--- config.mk ---
export PLATFORM = sky130hd
export DESIGN_NAME = rectifier_deadtime
export DESIGN_NICKNAME = d
export VERILOG_FILES = /design/src/rtl/rect_pkg.sv /design/src/rtl/rectifier_deadtime_if.sv /design/src/rtl/dt_leg.sv /design/src/rtl/rectifier_deadtime.sv
export SDC_FILE = /design/constraint.sdc
export NUM_CORES = 1
export LEC_CHECK = 0
export ABC_AREA = 1
export BUFFER_PORTS_ARGS = -buffer_cell sky130_fd_sc_hd__buf_2
export CORE_MARGIN = 2
export CORE_UTILIZATION = 45
export DETAILED_ROUTE_END_ITERATION = 12
export SLEW_MARGIN = 20
export SYNTH_ARGS = -nofsm -noshare
export SYNTH_HDL_FRONTEND = slang
export SYNTH_SLANG_ARGS = --single-unit
--- constraint.sdc ---
create_clock -name sysclk -period 1.9 [get_ports sysclk]
set_input_delay 0.19 -clock sysclk [delete_from_list [all_inputs] [get_ports sysclk]]
set_output_delay 0.19 -clock sysclk [all_outputs]
set_load 0.1 [all_outputs]
--- src/rtl/rect_pkg.sv ---
// Shared types and constants for the rectifier dead-time stage: leg FSM states,
// the per-leg request encoding {p, n} and the default dead-time length.
package rect_pkg;

  localparam int RECT_DT_DEFAULT = 100;

  typedef enum logic [1:0] {
    ST_OFF  = 2'd0,
    ST_DEAD = 2'd1,
    ST_P_ON = 2'd2,
    ST_N_ON = 2'd3
  } leg_state_t;

  // Encoding is the raw {p, n} pair so a request decodes with a plain cast.
  typedef enum logic [1:0] {
    REQ_NONE = 2'b00,
    REQ_N    = 2'b01,
    REQ_P    = 2'b10,
    REQ_BOTH = 2'b11
  } leg_req_t;

  function automatic leg_req_t decode_req(input logic p, input logic n);
    return leg_req_t'({p, n});
  endfunction

endpackage

--- src/rtl/rectifier_deadtime_if.sv ---
// One half-bridge leg: raw switch command pair in, registered gate pair out.
// master drives the commands, slave (the leg controller) drives the gates.
interface rectifier_deadtime_if;
  logic p;
  logic n;
  logic gp;
  logic gn;

  modport master (output p, output n, input gp, input gn);
  modport slave  (input p, input n, output gp, output gn);
endinterface

--- src/rtl/dt_leg.sv ---
// Single-leg dead-time controller: OFF/DEAD/P_ON/N_ON FSM, reload counter and
// shoot-through flag. RECT_DT_FAULT_LATCH_EN makes the flag sticky until cleared.
module dt_leg
  import rect_pkg::*;
#(
  parameter int DT_CYCLES = RECT_DT_DEFAULT,
  parameter int DT_W      = 8
) (
  input  logic                  clk,
  input  logic                  rst_n,
  input  logic                  sd,
  input  logic                  fault_clr,
  rectifier_deadtime_if.slave   leg,
  output logic                  fault
);

  localparam logic [DT_W-1:0] DT_RELOAD = DT_W'(DT_CYCLES - 1);

  leg_state_t      state_q, state_d;
  leg_req_t        target_q, target_d;
  logic [DT_W-1:0] cnt_q, cnt_d;
  logic            fault_q, fault_d;
  logic            gp_q, gn_q;
  leg_req_t        req;
  logic            both;
  logic            blocked;

  assign req  = decode_req(leg.p, leg.n);
  assign both = (req == REQ_BOTH);

`ifdef RECT_DT_FAULT_LATCH_EN
  // A sticky fault holds the leg off; a BOTH request re-arms it even while clearing.
  assign blocked = both | fault_q;
  assign fault_d = both | (fault_q & ~fault_clr);
`else
  logic unused_fault_clr;
  assign unused_fault_clr = fault_clr;
  assign blocked = both;
  assign fault_d = both;
`endif

  always_comb begin
    // NOTE: defaults first so every path assigns every variable and no latch is inferred.
    state_d  = state_q;
    target_d = target_q;
    cnt_d    = cnt_q;
    if (!sd || blocked) begin
      state_d  = ST_OFF;
      target_d = REQ_NONE;
      cnt_d    = '0;
    end else begin
      case (state_q)
        ST_OFF: begin
          if (req == REQ_P || req == REQ_N) begin
            state_d  = ST_DEAD;
            target_d = req;
            cnt_d    = DT_RELOAD;
          end
        end
        ST_DEAD: begin
          if (req == REQ_NONE) begin
            state_d  = ST_OFF;
            target_d = REQ_NONE;
            cnt_d    = '0;
          end else if (req == target_q) begin
            if (cnt_q == '0) state_d = (target_q == REQ_P) ? ST_P_ON : ST_N_ON;
            else             cnt_d   = cnt_q - DT_W'(1);
          end else begin
            // Opposite side requested mid-dead-time: restart the full interval.
            target_d = req;
            cnt_d    = DT_RELOAD;
          end
        end
        ST_P_ON: begin
          if (req == REQ_N) begin
            state_d  = ST_DEAD;
            target_d = REQ_N;
            cnt_d    = DT_RELOAD;
          end else if (req == REQ_NONE) begin
            state_d  = ST_OFF;
            target_d = REQ_NONE;
          end
        end
        ST_N_ON: begin
          if (req == REQ_P) begin
            state_d  = ST_DEAD;
            target_d = REQ_P;
            cnt_d    = DT_RELOAD;
          end else if (req == REQ_NONE) begin
            state_d  = ST_OFF;
            target_d = REQ_NONE;
          end
        end
        default: begin
          state_d  = ST_OFF;
          target_d = REQ_NONE;
          cnt_d    = '0;
        end
      endcase
    end
  end

  // NOTE: reset is sampled on the clock edge (synchronous), so it sits inside the clocked branch.
  always_ff @(posedge clk) begin
    if (!rst_n) begin
      state_q  <= ST_OFF;
      target_q <= REQ_NONE;
      cnt_q    <= '0;
      fault_q  <= 1'b0;
      gp_q     <= 1'b0;
      gn_q     <= 1'b0;
    end else begin
      state_q  <= state_d;
      target_q <= target_d;
      cnt_q    <= cnt_d;
      fault_q  <= fault_d;
      // NOTE: gates decode the next state so the registered pins change on the same edge as the FSM.
      gp_q     <= (state_d == ST_P_ON);
      gn_q     <= (state_d == ST_N_ON);
    end
  end

  assign leg.gp = gp_q;
  assign leg.gn = gn_q;
  assign fault  = fault_q;

endmodule

--- src/rtl/rectifier_deadtime.sv ---
// Top of the rectifier dead-time stage: fans SD/reset out to three dt_leg
// controllers and maps the pin-level switch/gate names. Option: RECT_DT_FAULT_LATCH_EN.
module rectifier_deadtime
  import rect_pkg::*;
#(
  parameter int DT_CYCLES = RECT_DT_DEFAULT,
  parameter int DT_W      = 8
) (
  input  logic       sysclk,
  input  logic       global_rst,
  input  logic       SD,
  input  logic       Sap,
  input  logic       San,
  input  logic       Sbp,
  input  logic       Sbn,
  input  logic       Scp,
  input  logic       Scn,
  input  logic       fault_clr,
  output logic       Gap,
  output logic       Gan,
  output logic       Gbp,
  output logic       Gbn,
  output logic       Gcp,
  output logic       Gcn,
  output logic [2:0] fault
);

  rectifier_deadtime_if leg_a ();
  rectifier_deadtime_if leg_b ();
  rectifier_deadtime_if leg_c ();

  assign leg_a.p = Sap;
  assign leg_a.n = San;
  assign leg_b.p = Sbp;
  assign leg_b.n = Sbn;
  assign leg_c.p = Scp;
  assign leg_c.n = Scn;

  assign Gap = leg_a.gp;
  assign Gan = leg_a.gn;
  assign Gbp = leg_b.gp;
  assign Gbn = leg_b.gn;
  assign Gcp = leg_c.gp;
  assign Gcn = leg_c.gn;

  dt_leg #(.DT_CYCLES(DT_CYCLES), .DT_W(DT_W)) u_leg_a (
    .clk(sysclk), .rst_n(global_rst), .sd(SD), .fault_clr(fault_clr),
    .leg(leg_a), .fault(fault[0])
  );

  dt_leg #(.DT_CYCLES(DT_CYCLES), .DT_W(DT_W)) u_leg_b (
    .clk(sysclk), .rst_n(global_rst), .sd(SD), .fault_clr(fault_clr),
    .leg(leg_b), .fault(fault[1])
  );

  dt_leg #(.DT_CYCLES(DT_CYCLES), .DT_W(DT_W)) u_leg_c (
    .clk(sysclk), .rst_n(global_rst), .sd(SD), .fault_clr(fault_clr),
    .leg(leg_c), .fault(fault[2])
  );

endmodule

[Word-level counts from Yosys, hierarchy flattened]
Index checks and enable logic that the tools add are counted.
Word-level totals
  register bits after elaboration: 45
  bits of input ports: 10
  output and inout bits: 9
  logic and storage cells: 164
Operators by class
  add/sub/neg operators: 3
  eq/ne operators: 45
  muxes and demuxes: 72
  bitwise logic cells: 1
  reductions and logical operators: 25
Operators with widths (count)
  2-to-1 mux 8 bit: 18
  case mux 8 bit (4 select lines): 3
  2-to-1 mux 2 bit: 42
  case mux 2 bit (4 select lines): 6
  == test 2 bit, second input constant: 21
  zero test 8 bit: 3
  subtractor 8 x 1 -> 8 bit, second input constant: 3
  != test 2 x 1 -> 1 bit, second input constant: 9
  == test 2 x 1 -> 1 bit, second input constant: 6
  zero test 2 bit: 6
  != test 4 x 3 -> 1 bit, second input constant: 3
  AND reduction 4 bit: 3
  != test 3 x 2 -> 1 bit, second input constant: 3
  == test 2 bit: 3
  logical OR 1 bit: 6
  AND reduction 2 bit: 3
  OR reduction 2 bit: 3
  2-to-1 mux 1 bit: 3
  zero test 1 bit: 1
  inverter 1 bit: 1

[Longest topological paths before layout]
  word-level depth: 8
  gate-level depth with buffers: 12
  gate-level depth less buffers: 12

[Modules after synthesis]
A second synthesis with hierarchy kept.
Second synthesis, totals
  cell total of the unflattened synthesis: 473
  area total of the unflattened synthesis: 3061.7 um2
Modules (own cells, without submodules)
  dt_leg (u_leg_a ...): times used 2, cells an instance 157, area each 1018.5 um2, sequential area each 300.3 um2
  dt_leg (u_leg_c): times used 1, cells an instance 159, area each 1024.7 um2, sequential area each 300.3 um2

[Worst setup path before layout]
Ideal clock, no wire load.
  kind: register to register
  from: reg u_leg_a.cnt_q[0]
  to: reg u_leg_a.cnt_q[1]
  library setup time: 116 ps
  arrival: 1272 ps
  path slack: 513 ps
  cell stages (with the launch flop): 10
  buffers on the path: 0
  clock period less this slack: 1387 ps
  cells stage by stage: dfxtp_1 > inv_1 > ha_1 > nand3_1 > nor2_4 > nand4_4 > nand2_4 > inv_1 > nor2_1 > nor2_1
Between the ends
  cells in the longest elaborated chain, start to end: 5
  elaborated cells between the ends (all ways): 8
  classes of those cells: add/sub: 1; eq/ne: 1; mux: 4; reduce/logical: 2
RTL lines
  start, declared: RTL line dt_leg.sv:21  | logic [DT_W-1:0] cnt_q, cnt_d;
  start signal, assigned: RTL line dt_leg.sv:115  | cnt_q <= cnt_d;
  subtractor 8 x 1 -> 8 bit: RTL line dt_leg.sv:67  | else cnt_d = cnt_q - DT_W'(1);
  2-to-1 mux 8 bit: RTL line dt_leg.sv:66  | if (cnt_q == '0) state_d = (target_q == REQ_P) ? ST_P_ON : ST_N_ON;
  2-to-1 mux 8 bit: RTL line dt_leg.sv:65  | end else if (req == target_q) begin
  2-to-1 mux 8 bit: RTL line dt_leg.sv:61  | if (req == REQ_NONE) begin
  case mux 8 bit (4 select lines): RTL line dt_leg.sv:52  | case (state_q)
Parallel ways exist; a longest one is shown, timed or not. The select of a mux whose other input is x is not followed.
A chain may end at the register's enable or synchronous reset.

[Worst setup path in the final report]
  from: reg u_leg_a.cnt_q[0]
  to: reg u_leg_a.cnt_q[0]
The elaborated chain is that of the path after synthesis.

==> flow_metrics.tcl <==
set metrics [dict create \
    r2r_cells 9 \
    startpoint_type "register" \
    ioPinCount 19 \
    setup_tns_ps 0 \
    synthArstFlopShare_pct 0 \
    synth_edf_count 0 \
    gp_congestion 0.852 \
    dr.pass1.iters 6 \
    worst_hold_path_type "input port to register" \
    hold_viol 0 \
    dp.cells 558 \
    cts_sinks 45 \
    synth_area_um2 3110 \
    nets 510 \
    slowest_delay_ps 320 \
    die_w_um 87.1 \
    cts_buffer_depth 2 \
    drc 0 \
    yosysSeqAreaShare_pct 29.0 \
    yosysTopAreaCellShare_pct 29.0 \
    whs_ps 162 \
    crit_fanout 9 \
    final_area_um2 3360 \
    avgSynthCellArea_um2 6.70 \
    cp.arrival_ps 1780 \
    netlist_instances 464 \
    drtAntennaViolNets 0 \
    place_area_um2 3270 \
    synth_common_cells "nand2_1, inv_1, nor2_1" \
    first_iter_violations 72 \
    yosysWarnings 0 \
    synth_most_common_cell "nand2_1" \
    yosysUniqueCellTypes 38 \
    worst_pin_slew_ps 496 \
    ys.flop_type "dfxtp_1" \
    peakVddDrop_mv 0.265 \
    coreArea_um2 6760 \
    skew_ps 7.48 \
    grt_max_degree 13 \
    cts_htree_levels 2 \
    die_area_um2 7590 \
    worstPathCellList "inv_1 > ha_1 > nand3_1 > nor2_4 > nand4_4 > nand2_4 > inv_1 > nor2_1 > nor2_1" \
    crit_type "register to register" \
    cts_hold_buf 0 \
    syn2layout_area_growth_pct 8.00 \
    start_util_pct 46.0 \
    finalPower_mw 2.20 \
    clk_latency_ps 300 \
    fin_crit_ps 1580 \
    num_antenna_cells 0 \
    grt.total_usage_pct 18.5 \
    grt_setup_unrepaired "no" \
    drive_gt1_share_pct 17.1 \
    grt_pass1_wl_mm 11.4 \
    endpoint_kind "register" \
    synth.area.top_cells "dfxtp_1, nand2_1, inv_1" \
    vias 2834 \
    wl_per_cell_um 11.6 \
    vias_per_cell 5.02 \
    period_share_pct 83.3 \
    clk_pin_slew_worst_paths_ps 90 \
    yosysTopAreaCell "dfxtp_1" \
    powerDensity_nw_per_um2 655 \
    setup_ws_ps 317 \
    setup_viol_count_final 0 \
    post-cts-setup-buffers 0 \
    tritoncts "yes" \
    antenna_found_initial 0 \
    cts.repair.resized 0 \
    cts_buffers 5 \
    synth-seq-cells 45 \
    fin_util_pct 49.7 \
    dp_hpwl_mm 5.19 \
    rows 30 \
    drv_cap 0 \
    slew_headroom_pct 67.1 \
    required_ps 2100 \
    io_buffer_count 17 \
    root_buffer "clkbuf_8" \
    p_leak_nw 1.64 \
    holdPathStages 3 \
    grt_pass1_vias 2636 \
    status "finished clean" \
    routed_wl_mm 6.55 \
    fmax_mhz 632 \
    slowest_stage "dfxtp_1" \
    stdcell_count 565 \
    syn-num-nets 489 \
    dpl_worst_slack_ps 272 \
    die_y_um 87.1 \
    gr-total-overflow 0 \
    drv_slew 0 \
]
cells in the final DEF (no fill, tap or decap), drive strengths merged:
cell type / n
o221a: 1
xor2: 3
nand3: 29
or2: 1
o211ai: 1
a21boi: 1
o2111ai: 1
ha: 15
clkbuf: 7
nor2: 76
nor3: 5
o22ai: 4
nand3b: 5
o21ai: 28
dfxtp: 45
nand4: 10
nand2: 125
a31oi: 1
a21oi: 26
nor3b: 1
inv: 80
nor4: 1
o21bai: 2
buf: 17
layer usage:
metal,vias to the layer above,GRT usage (%),part of all wire (%)
li1,1508,-,-
met1,1271,23.0,47
met2,42,32.1,48
met3,13,3.41,3.1
met4,0,6.43,2.0
met5,-,0,0
state kept, by name (all words and copies together) (netlist names):
| signal | flops |
|---|---|
| u_leg_a.cnt_q | 8 |
| u_leg_a.fault | 1 |
| u_leg_a.leg.gn | 1 |
| u_leg_a.leg.gp | 1 |
| u_leg_a.state_q | 2 |
| u_leg_a.target_q | 2 |
| u_leg_b.cnt_q | 8 |
| u_leg_b.fault | 1 |
| u_leg_b.leg.gn | 1 |
| u_leg_b.leg.gp | 1 |
| u_leg_b.state_q | 2 |
| u_leg_b.target_q | 2 |
| u_leg_c.cnt_q | 8 |
| u_leg_c.fault | 1 |
| u_leg_c.leg.gn | 1 |
| u_leg_c.leg.gp | 1 |
| u_leg_c.state_q | 2 |
| u_leg_c.target_q | 2 |
critical path, delay by kind of cell, from the launching register on:
kind,cells,cell delay [ps]
adders and majority gates,1,220
buffers and inverters,2,170
DFF,1,320
and+or+nand+nor,6,770
logic make-up after synthesis:
group / synth area share (%)
adders and majority gates: 6.03
and+or+nand+nor: 42.0
xor gates and xnor gates: 0.845
buffers and inverters: 10.5
AOI/OAI and AO/OA: 11.7
DFF: 29.0
worst paths after layout:
| check | startpoint | end | slack, ps |
|---|---|---|---|
| max reg2reg | u_leg_a.cnt_q[0] | u_leg_a.cnt_q[0] | 320 |
| max | u_leg_a.cnt_q[0] | u_leg_a.cnt_q[0] | 320 |
| min reg2reg | u_leg_c.cnt_q[4] | u_leg_c.cnt_q[4] | 490 |
| min | global_rst | u_leg_b.fault | 160 |
where the power goes:
group	switching [mW]	internal (mW)	total [mW]	leakage [nW]
registers	0.0323	0.978	1.01	0.366
logic	0.378	0.189	0.567	1.23
clock network	0.333	0.290	0.623	0.0443
cell type report:
class / count / area (um2)
tap: 80 / 100
timing repair buffer: 17 / 85.1
multi-input combinational: 336 / 1880
fill: 694 / 3400
inverter: 80 / 303
sequential: 45 / 901
clock buffer: 7 / 86.3
Note: power is estimated with default switching activity, not from simulation.
